==> config.mk <==
export PLATFORM = sky130hd
export DESIGN_NAME = ex_flag_stage
export DESIGN_NICKNAME = d
export VERILOG_FILES = /design/src/rtl/ex_flag_stage.sv
export SDC_FILE = /design/constraint.sdc
export NUM_CORES = 1
export LEC_CHECK = 0
export CAP_MARGIN = 10
export CORE_ASPECT_RATIO = 2
export CORE_UTILIZATION = 38
export DETAILED_ROUTE_END_ITERATION = 7
export PLACE_DENSITY = 0.8
export SYNTH_ARGS = -nofsm -noshare
export SYNTH_HDL_FRONTEND = slang
export SYNTH_SLANG_ARGS = --single-unit
==> constraint.sdc <==
create_clock -name clk -period 3.8 [get_ports clk]
set_input_delay 1.14 -clock clk [delete_from_list [all_inputs] [get_ports clk]]
set_output_delay 1.14 -clock clk [all_outputs]
set_load 0.01 [all_outputs]
==> src/rtl/ex_flag_stage.sv <==
// Execute-stage output register with NZCV flag register and branch resolution.
// Define EX_COND_EVAL_EN to include condition evaluation; otherwise branch_taken is tied to 0.
module ex_flag_stage (
  input  logic        clk,
  input  logic        reset,
  input  logic        in_valid,
  output logic        in_ready,
  input  logic [63:0] alu_result,
  input  logic        alu_zero,
  input  logic        alu_overflow,
  input  logic        alu_carry_out,
  input  logic        alu_negative,
  input  logic        set_flags,
  input  logic        is_bcond,
  input  logic        is_cbz,
  input  logic [3:0]  cond,
  input  logic [4:0]  dest_reg,
  input  logic        reg_write,
  input  logic        flush,
  input  logic        out_ready,
  output logic        out_valid,
  output logic [63:0] out_result,
  output logic [4:0]  out_dest,
  output logic        out_reg_write,
  output logic [3:0]  flags,
  output logic        branch_taken
);

  logic accept;
  logic taken_d;
  logic taken_q;

  assign in_ready = !out_valid || out_ready;
  assign accept   = in_valid && in_ready && !flush;

`ifdef EX_COND_EVAL_EN
  logic flag_n, flag_z, flag_c, flag_v;
  logic bcond_taken;

  // B.cond sees the flags as they stood before this instruction's own update.
  assign {flag_n, flag_z, flag_c, flag_v} = flags;

  always_comb begin
    bcond_taken = 1'b0;
    case (cond)
      4'd0:    bcond_taken = flag_z;
      4'd1:    bcond_taken = !flag_z;
      4'd2:    bcond_taken = flag_c;
      4'd3:    bcond_taken = !flag_c;
      4'd4:    bcond_taken = flag_n;
      4'd5:    bcond_taken = !flag_n;
      4'd6:    bcond_taken = flag_v;
      4'd7:    bcond_taken = !flag_v;
      4'd8:    bcond_taken = flag_c && !flag_z;
      4'd9:    bcond_taken = !flag_c || flag_z;
      4'd10:   bcond_taken = (flag_n == flag_v);
      4'd11:   bcond_taken = (flag_n != flag_v);
      4'd12:   bcond_taken = !flag_z && (flag_n == flag_v);
      4'd13:   bcond_taken = flag_z || (flag_n != flag_v);
      default: bcond_taken = 1'b1;
    endcase
  end

  // CBZ wins when both qualifiers are (illegally) asserted.
  always_comb begin
    taken_d = 1'b0;
    if (is_cbz)
      taken_d = alu_zero ^ cond[0];
    else if (is_bcond)
      taken_d = bcond_taken;
  end
`else
  logic unused_cond_inputs;
  assign unused_cond_inputs = ^{cond, is_bcond, is_cbz};
  assign taken_d = 1'b0;
`endif

  always_ff @(posedge clk or posedge reset) begin
    if (reset) begin
      out_valid     <= 1'b0;
      out_result    <= 64'd0;
      out_dest      <= 5'd0;
      out_reg_write <= 1'b0;
      taken_q       <= 1'b0;
      flags         <= 4'b0000;
    end else begin
      if (flush) begin
        out_valid <= 1'b0;
      end else if (accept) begin
        out_valid     <= 1'b1;
        out_result    <= alu_result;
        out_dest      <= dest_reg;
        out_reg_write <= reg_write;
        taken_q       <= taken_d;
        if (set_flags)
          flags <= {alu_negative, alu_zero, alu_carry_out, alu_overflow};
      end else if (out_ready) begin
        out_valid <= 1'b0;
      end
    end
  end

  assign branch_taken = taken_q && out_valid;

endmodule

; ---- Yosys cells after proc, flatten, opt, wreduce, memory -nomap -nowiden
; Index checks and enable logic that the tools add are counted.
[totals]
ff_bits = 75
latchBits = 0
mem_bits_rw = 0
mem_bits_ro = 0
output_inout_bits = 77
word_cells = 17
mem_count = 0
[classes]
n_addsub = 0
multipliers = 0
n_div = 0
magnitude_cmp = 0
n_eq_ne = 0
shifts = 0
n_mux = 3
n_bitwise = 1
reduce_logical = 8
[op_table]
columns = operator, n
row1 = $mux W1, 3
row2 = $reduce_and A3 Y1, 1
row3 = $reduce_bool A3 Y1, 1
row4 = $logic_and A1 B1 Y1, 2
row5 = $logic_not A1 Y1, 2
row6 = $reduce_and A2 Y1, 1
row7 = $logic_or A1 B1 Y1, 1
row8 = $not A1 Y1, 1

; ---- Longest topological paths before layout
; Gate-level depths: netlist of the first run.
[logic_depth]
ltp_word = 6
ltp_mapped = 4
mapped_depth_nobuf = 4

; ---- Worst setup path before layout of the first run
; Ideal clock, no wire load.
[synth_path]
path_kind = input to output
from = input port out_ready
to = output port in_ready
arrival_time_ns = 1.357
t_required_ns = 2.660
setup_slack_ns = 1.303
path_stages = 2
path_buffers = 0
path_cell_list = nor2b_4 inv_1
[synth_between]
elab_chain_cells = 1
[synth_lines]
columns = item, line
row1 = "start, declared", 20  ; input logic out_ready,
row2 = $logic_or A1 B1 Y1, 33  ; assign in_ready = !out_valid || out_ready;
row3 = "end, declared", 7  ; output logic in_ready,
; No other way between the ends.

; ---- Worst setup path in the final report of the first run
; Ends and elaborated chain as after synthesis.

==> results.cfg, run 1 <==
[status]
status = complete, no violations

[placed_design]
dpl.hpwl_um = 5120
place.port_buffers = 155
dp_cells = 408
routabilityCongestion = 0.739

[job]
timing.max_cap.violations = 0

[logic_synthesis]
synth_area_leaders = dfrtp_1, mux2_2, buf_6
avgSynthCellArea_um2 = 17.3
ys_seq_area_frac = 0.657
ys_ff_latch = 75
synth_cell_types = 10
yosysTopAreaCellShare = 0.657
synth_fp_nets = 251
synth.mux.area_fraction = 0.292
synth_largest_area_cell = dfrtp_1
ys_warn_count = 0
yosys.area_share.simple = 0.0171
synth_top_family_by_area = multiplexers
synthXorXnorAreaFrac = 0
synth_compound_area_frac = 0
syn-cell-area_mm2 = 0.00286
syn_inst = 165
synthAdderAreaFrac = 0

[detailed_routing]
drtPass1Iterations = 4
postRouteAntennaNets = 0
drt-total-wl_um = 6720
viasPerCell = 4.66
drc = 0
vias = 1960
drtIter0Drc = 77
post_drt_wl_per_cell_um = 16.0

[layout]
layout_common_cells = clkdlybuf4s50_1, dfrtp_1, mux2_2
finalNonFillerCells = 421
post-route-util = 0.654
layout_commonest_cell = clkdlybuf4s50_1
drive_above_1_share = 0.277
final_nets = 413
insertedDiodeCount = 0
n_fill_cell = 557
area_growth_pct = 66.4

[hold_path]
hp-start = out_result[42]$_DFFE_PP0P_
holdPathStages = 1
holdPathEnd = out_result[42]$_DFFE_PP0P_
hold_class = flop to flop

[clocking]
cts_made_buffers = 9
clock-sinks = 75
htreeDepth = 3
clkLatencyLatePin_ps = 330
cts.path.max_buffers = 2
cts-hold-fix-buffers = 0
cts_tree = built
cts-resized-gates = 0
post_cts_buffers = 0
clk_pin_slew_ps = 50
clock-root-buffer = clkbuf_16

[sta]
setup-violations-final = 0
fmax_mhz = 291
min_period_over_period = 0.905
drv_slew = 0
timing.hold.ws_ps = 501
setup-tns-final_ps = 0
tightest_slew_ps = 685
fin_skew_ps = 2.92
final_hold_viol_count = 0
max-slew-margin-rel = 0.543
layout_min_cycle_time_ps = 3440
rsz0062_at_grt = no

[worst_setup_path]
r2r_cells = 4
cp_data_arrival_time_ps = 2300
cp.required_ps = 2660
start_kind = primary input
cp-end-kind = primary output
regToRegSetupSlack_ps = 1950
r2r_end = out_result[0]$_DFFE_PP0P_
path_max_fanout = 3
r2r-start = out_valid$_DFFE_PP0P_
worstSetupPathType = primary input to primary output

[floorplan]
dieArea_mm2 = 0.00789
core-area_mm2 = 0.00727
ioPinCount = 163
start_util = 0.393
rows = 44
die_width_um = 63.3
die_h_um = 125

[grt]
grt.total_usage = 0.185
grt_pass1_vias = 2147
grt_pass1_wl_um = 10600
antenna_found_initial = 0
overflow = 0
grt_start_max_net_pins = 45

[power]
p_total_mw = 2.36
leakagePower_nw = 1.95
ir_drop_v = 0.000375
power.density_mw_per_mm2 = 496
flip-flops by register name (all words and copies together), names as in the netlist:
signal         count
out_result        64
out_reg_write      1
out_dest           5
out_valid          1
flags              4
synth_stat cells (all sizes together):
cell type  count
inv            2
conb           1
mux2          74
nor2           2
nor3b          1
dfrtp         75
nand4b         1
nor2b          1
buf            8
where the power goes:
group | switching (mW) | internal (mW) | leakage, nW
logic | 0.212 | 0.417 | 0.942
clock network | 0.279 | 0.449 | 0.122
registers | 0.0653 | 0.937 | 0.883
total | 0.555 | 1.80 | 1.95
worst max path at each step:
stage / startpoint / end / slack, ps / depth (start not counted)
detailed placement: out_ready / in_ready / 360 / 4
CTS: out_ready / in_ready / 360 / 4
global route: out_ready / in_ready / 320 / 4
finish: out_ready / in_ready / 360 / 4
global placement: out_ready / in_ready / 360 / 4
floorplan: reset / flags[0]$_DFFE_PP0P_ / 750 / 1
metrics by stage:
step | setup slack, ps | area, µm²
after floorplan | 750 | 2860
after detailed placement | 356 | 4500
after CTS | 356 | 4750
after global placement | 360 | 4500
final | 360 | 4750
after global routing | 319 | 4750
worst max-delay path, stage by stage:
cell	delay, ps
clkdlybuf4s50_1	500
nor2b_4	60
inv_1	70
clkdlybuf4s50_1	530
final cells by class:
| type | count | area (µm²) | area share |
|---|---|---|---|
| clock buffers | 13 | 250 | 0.0526 |
| inverters | 2 | 7.51 | 0.00158 |
| multi-input cells | 80 | 886 | 0.186 |
| flip-flops and latches | 75 | 1880 | 0.395 |
| well taps | 92 | 115 | 0.0242 |
| repair buffers | 159 | 1620 | 0.341 |
metal layers:
| metal | global-route usage | vias up | part of all wire |
|---|---|---|---|
| met2 | 0.348 | 76 | 0.60 |
| li1 | - | 895 | - |
| met3 | 0.0614 | 13 | 0.050 |
| met5 | 0 | - | 0 |
| met1 | 0.168 | 976 | 0.32 |
| met4 | 0.0976 | 0 | 0.031 |
cells by family after synthesis:
family,count (synthesis)
and+or+nand+nor,5
buffers and inverters,10
muxes,74
other,1
DFF,75
Power figures use the tool's default switching activity.
==> run 2: changes to the inputs <==
ABC_AREA = 1   (was default)
CORE_UTILIZATION = 39   (was 38)
==> run 2 against run 1 <==
Wire length is 25% higher; sequential power hardly changed; non-clock buffer count is 3 higher; power is 2.1% lower; clock power is 6.1% higher; fmax is 0.45% higher; critical path type unchanged; largest power group unchanged.
==> results.cfg, run 2 <==
[floorplan]
die_h_um = 126
start_util = 0.409
dieArea_mm2 = 0.00806
rows = 44
core-area_mm2 = 0.00732
ioPinCount = 163
die_width_um = 64.0

[grt]
grt_use_met3 = 0.0399
grt_pass1_vias = 2835
grt.total_usage = 0.226
antenna_found_initial = 0
use_met2 = 0.394
grt_busiest_layer = met2
grt_pass1_wl_um = 13800
overflow = 0
grt_start_max_net_pins = 78
met1_usage = 0.251

[detailed_routing]
postRouteAntennaNets = 0
drtPass1Iterations = 4
post_drt_wl_per_cell_um = 14.6
drc = 0
drtIter0Drc = 172
drt-total-wl_um = 8400
vias = 2783
viasPerCell = 4.83

[clocking]
cts.path.max_buffers = 2
clock-root-buffer = clkbuf_16
post_cts_buffers = 0
cts-hold-fix-buffers = 0
cts_made_buffers = 9
cts_tree = built
clkLatencyLatePin_ps = 320
clk_pin_slew_ps = 60
clock-sinks = 75
htreeDepth = 3
cts-resized-gates = 0

[sta]
fmax_mhz = 292
fin_skew_ps = 3.23
final_hold_viol_count = 0
tightest_slew_ps = 816
max-slew-margin-rel = 0.456
setup-tns-final_ps = 0
layout_min_cycle_time_ps = 3420
setup-violations-final = 0
rsz0062_at_grt = no
drv_slew = 0
min_period_over_period = 0.901

[logic_synthesis]
avgSynthCellArea_um2 = 9.08
yosysMostFrequentCell = nand2_1
synth_ff_type = dfrtp_1
synthXorXnorAreaFrac = 0
yosys.area_share.simple = 0.319
synth_cell_types = 14
ys_warn_count = 0
yosysTopAreaCellShare = 0.626
synthAdderAreaFrac = 0
syn_inst = 330
synth_edf_count = 0
ys_ff_latch = 75
synth_largest_area_cell = dfrtp_1
ys_seq_area_frac = 0.626
synth.mux.area_fraction = 0
synth-async-reset-ratio = 1.00
synth_top_family_by_area = simple AND/OR/NAND/NOR gates
synth_fp_nets = 416
syn-cell-area_mm2 = 0.00300
synth_compound_area_frac = 0.00167
synth_area_leaders = dfrtp_1, nand2_1, nand3_1
synth_commonest_cells = nand2_1, dfrtp_1, nand3_1

[status]
status = complete, no violations

[power]
leakagePower_nw = 2.35
ir_drop_v = 0.000268
power.density_mw_per_mm2 = 475

[job]
timing.max_cap.violations = 0

[worst_setup_path]
worstSetupPathType = primary input to primary output
cp-end-kind = primary output
path_max_fanout = 2
cpPeakStageDelay_ps = 560
worst-path-buf-inv = 3
cp_top_family = buffers and inverters
cpMostUsedCell = clkdlybuf4s50_1
crit_chain = clkdlybuf4s50_1, inv_1, nand2_2, clkdlybuf4s50_1
cp_data_arrival_time_ps = 2280
start_kind = primary input
critPathSlowestCell = clkdlybuf4s50_1
cp.required_ps = 2660

[layout]
largest_register_ff_count = 64
final_cell_area_mm2 = 0.00486
layout_commonest_cell = clkdlybuf4s50_1
insertedDiodeCount = 0
area_growth_pct = 62.3
layout_common_cells = clkdlybuf4s50_1, nand2_1, dfrtp_1
top_register = out_result
final_nets = 565
n_fill_cell = 605
drive_above_1_share = 0.0517
reg_top3 = out_result x64, out_dest x5, flags x4

[placed_design]
dpl.hpwl_um = 5800
routabilityCongestion = 0.762
place.port_buffers = 155
placed_area_mm2 = 0.00459

[hold_path]
hold_class = flop to flop
[run 2: path summary, 6_finish.rpt]
kind / startpoint / to / slack, ps / cells past startpoint
min: out_result[43]$_DFFE_PP0P_ / out_result[43]$_DFFE_PP0P_ / 470 / 2
max reg2reg: out_valid$_DFFE_PP0P_ / out_result[24]$_DFFE_PP0P_ / 2020 / 6
min reg2reg: out_result[43]$_DFFE_PP0P_ / out_result[43]$_DFFE_PP0P_ / 470 / 2
max in group asynchronous: reset / out_result[63]$_DFFE_PP0P_ / 1820 / 3
max: out_ready / in_ready / 380 / 4
min in group asynchronous: reset / flags[3]$_DFFE_PP0P_ / 1300 / 2
[run 2: final cells by class]
| cell class | instances | area [µm²] | area share |
|---|---|---|---|
| Sequential cell | 75 | 1880 | 0.386 |
| Timing Repair Buffer | 162 | 1620 | 0.332 |
| Multi-Input combinational cell | 228 | 968 | 0.199 |
| Clock buffer | 14 | 264 | 0.0543 |
| Tap cell | 92 | 115 | 0.0237 |
| Inverter | 3 | 11.3 | 0.00232 |
| Clock inverter | 2 | 10.0 | 0.00206 |
[run 2: report_power, final]
part	internal [mW]	leakage, nW	switching, mW
combinational	0.321	1.29	0.239
clock	0.476	0.137	0.295
sequential	0.916	0.929	0.0620
[run 2: metrics by stage]
stage / setup slack, ps / hold WS, ps / utilization / std cells / power [mW]
after floorplan: 750 / 509 / - / 330 / 1.19
after global placement: 383 / 454 / 0.627 / 560 / 1.54
after detailed placement: 381 / 457 / 0.627 / 560 / 1.55
after CTS: 366 / 471 / 0.664 / 576 / 2.33
after global routing: 333 / 486 / 0.664 / 576 / 2.42
final: 375 / 468 / 0.664 / 576 / 2.31
[run 2: logic make-up (layout without fill, tap and decap cells)]
kind of cell,after synthesis,count (layout)
buffers and inverters,27,181
AO/OA/AOI/OAI,1,1
other,1,1
flip-flops,75,75
AND/OR/NAND/NOR,226,226
[run 2: metal layers]
layer,wire length (µm),part of all wire
met1,3090,0.37
met5,0,0
met4,367,0.044
met2,4580,0.55
met3,364,0.043
[run 2: tightest hold or removal path, cell delays in order (launching register included)]
cell and delay, ps:
dfrtp_1 340, nand2_1 50, nand2_1 50
==> run 3: changes to the inputs <==
CORE_ASPECT_RATIO = 0.7   (was 2)
GPL_TIMING_DRIVEN = 1   (was default)
==> run 3 against run 2 <==
Power shrank 4.8%; clock skew increased by 9.4 ps; clock power decreased by 14%; critical endpoint unchanged; utilization shrank 1.0 points.
==> results.cfg, run 3 (same netlist as run 2, synthesis figures left out) <==
[layout]
reg_top3 = out_result x64, out_dest x5, flags x4
finalNonFillerCells = 581
final_nets = 564
top_register = out_result
insertedDiodeCount = 0
largest_register_ff_count = 64
layout_commonest_cell = clkdlybuf4s50_1
area_growth_pct = 60.4
drive_above_1_share = 0.0538
final_cell_area_mm2 = 0.00481
n_fill_cell = 613
layout_common_cells = clkdlybuf4s50_1, nand2_1, dfrtp_1
post-route-util = 0.654

[power]
leakagePower_nw = 2.32
ir_drop_v = 0.000217
power.density_mw_per_mm2 = 457
p_total_mw = 2.20

[floorplan]
start_util = 0.408
dieArea_mm2 = 0.00804
ioPinCount = 163
core-area_mm2 = 0.00735
die_h_um = 75.3
die_width_um = 107
rows = 26

[clocking]
clock-sinks = 75
cts-hold-fix-buffers = 0
clk_pin_slew_ps = 80
htreeDepth = 3
cts.path.max_buffers = 2
clock-root-buffer = clkbuf_8
clkLatencyLatePin_ps = 340
cts-resized-gates = 0
cts_made_buffers = 9
cts_tree = built
post_cts_buffers = 0

[sta]
drv_slew = 0
timing.hold.ws_ps = 471
min_period_over_period = 0.892
layout_min_cycle_time_ps = 3390
setup_ws_ps = 412
setup-violations-final = 0
setup-tns-final_ps = 0
max-slew-margin-rel = 0.465
tightest_slew_ps = 803
fmax_mhz = 295
final_hold_viol_count = 0
fin_skew_ps = 12.7
rsz0062_at_grt = no

[worst_setup_path]
critPathSlowestCell = clkdlybuf4s50_1
path_max_fanout = 2
cpMostUsedCell = clkdlybuf4s50_1
start_kind = primary input
worstSetupPathType = primary input to primary output
cp-end-kind = primary output
cp.required_ps = 2660
cpPeakStageDelay_ps = 550
crit_chain = clkdlybuf4s50_1, inv_1, nand2_2, clkdlybuf4s50_1
cp_data_arrival_time_ps = 2250

[detailed_routing]
drtIter0Drc = 266
viasPerCell = 4.86
drtPass1Iterations = 5
drc = 0
vias = 2821
postRouteAntennaNets = 0
drt-total-wl_um = 8210
post_drt_wl_per_cell_um = 14.1

[grt]
overflow = 0
grt.total_usage = 0.206
grt_start_max_net_pins = 78
antenna_found_initial = 0
grt_pass1_wl_um = 12600
grt_pass1_vias = 2503

[status]
status = complete, no violations

[placed_design]
dpl.hpwl_um = 5590
placed_area_mm2 = 0.00459
dpl_worst_slack_ps = 394
dp_cells = 565
place.port_buffers = 155
routabilityCongestion = 0.769

[hold_path]
hold_class = flop to flop

[job]
timing.max_cap.violations = 0
[run 3: changes by cell type in the layout (fill, tap and decap cells not counted), sizes merged]
cell / change
clkbuf: -4
inv: -1
clkinvlp: +1
clkinv: +2
bufinv: +2
buf: -1
[run 3: metal layers]
layer  vias to the layer above  share of wire  global-route usage
met4                         0          0.017              0.0852
met3                        11          0.093              0.0701
met2                       127           0.45               0.313
li1                       1349              -                   -
met1                      1334           0.44               0.276
met5                         -              0                   0
[run 3: final cells by class]
cell class	count	area [µm²]	share of cell area
Multi-Input combinational cell	228	968	0.201
Clock inverter	6	90.1	0.0187
Inverter	3	12.5	0.00260
Timing Repair Buffer	161	1610	0.335
Sequential cell	75	1880	0.390
Tap cell	98	123	0.0255
Clock buffer	10	128	0.0265
[run 3: path summary, 6_finish.rpt]
check | from | endpoint | slack (ps) | cells past startpoint
max | out_ready | in_ready | 410 | 4
min | out_result[31]$_DFFE_PP0P_ | out_result[31]$_DFFE_PP0P_ | 470 | 2
max reg2reg | out_valid$_DFFE_PP0P_ | out_result[41]$_DFFE_PP0P_ | 1930 | 6
min reg2reg | out_result[31]$_DFFE_PP0P_ | out_result[31]$_DFFE_PP0P_ | 470 | 2
max in group asynchronous | reset | out_result[4]$_DFFE_PP0P_ | 1960 | 3
min in group asynchronous | reset | out_result[50]$_DFFE_PP0P_ | 1190 | 2
[run 3: critical path: cells and delay by family]
kind                   cells  cell delay, ps
and+or+nand+nor            1              50
buffers and inverters      3            1060
[run 3: report_power, final]
part	switching [mW]	internal [mW]
Clock	0.294	0.371
Sequential	0.0623	0.914
Combinational	0.237	0.321
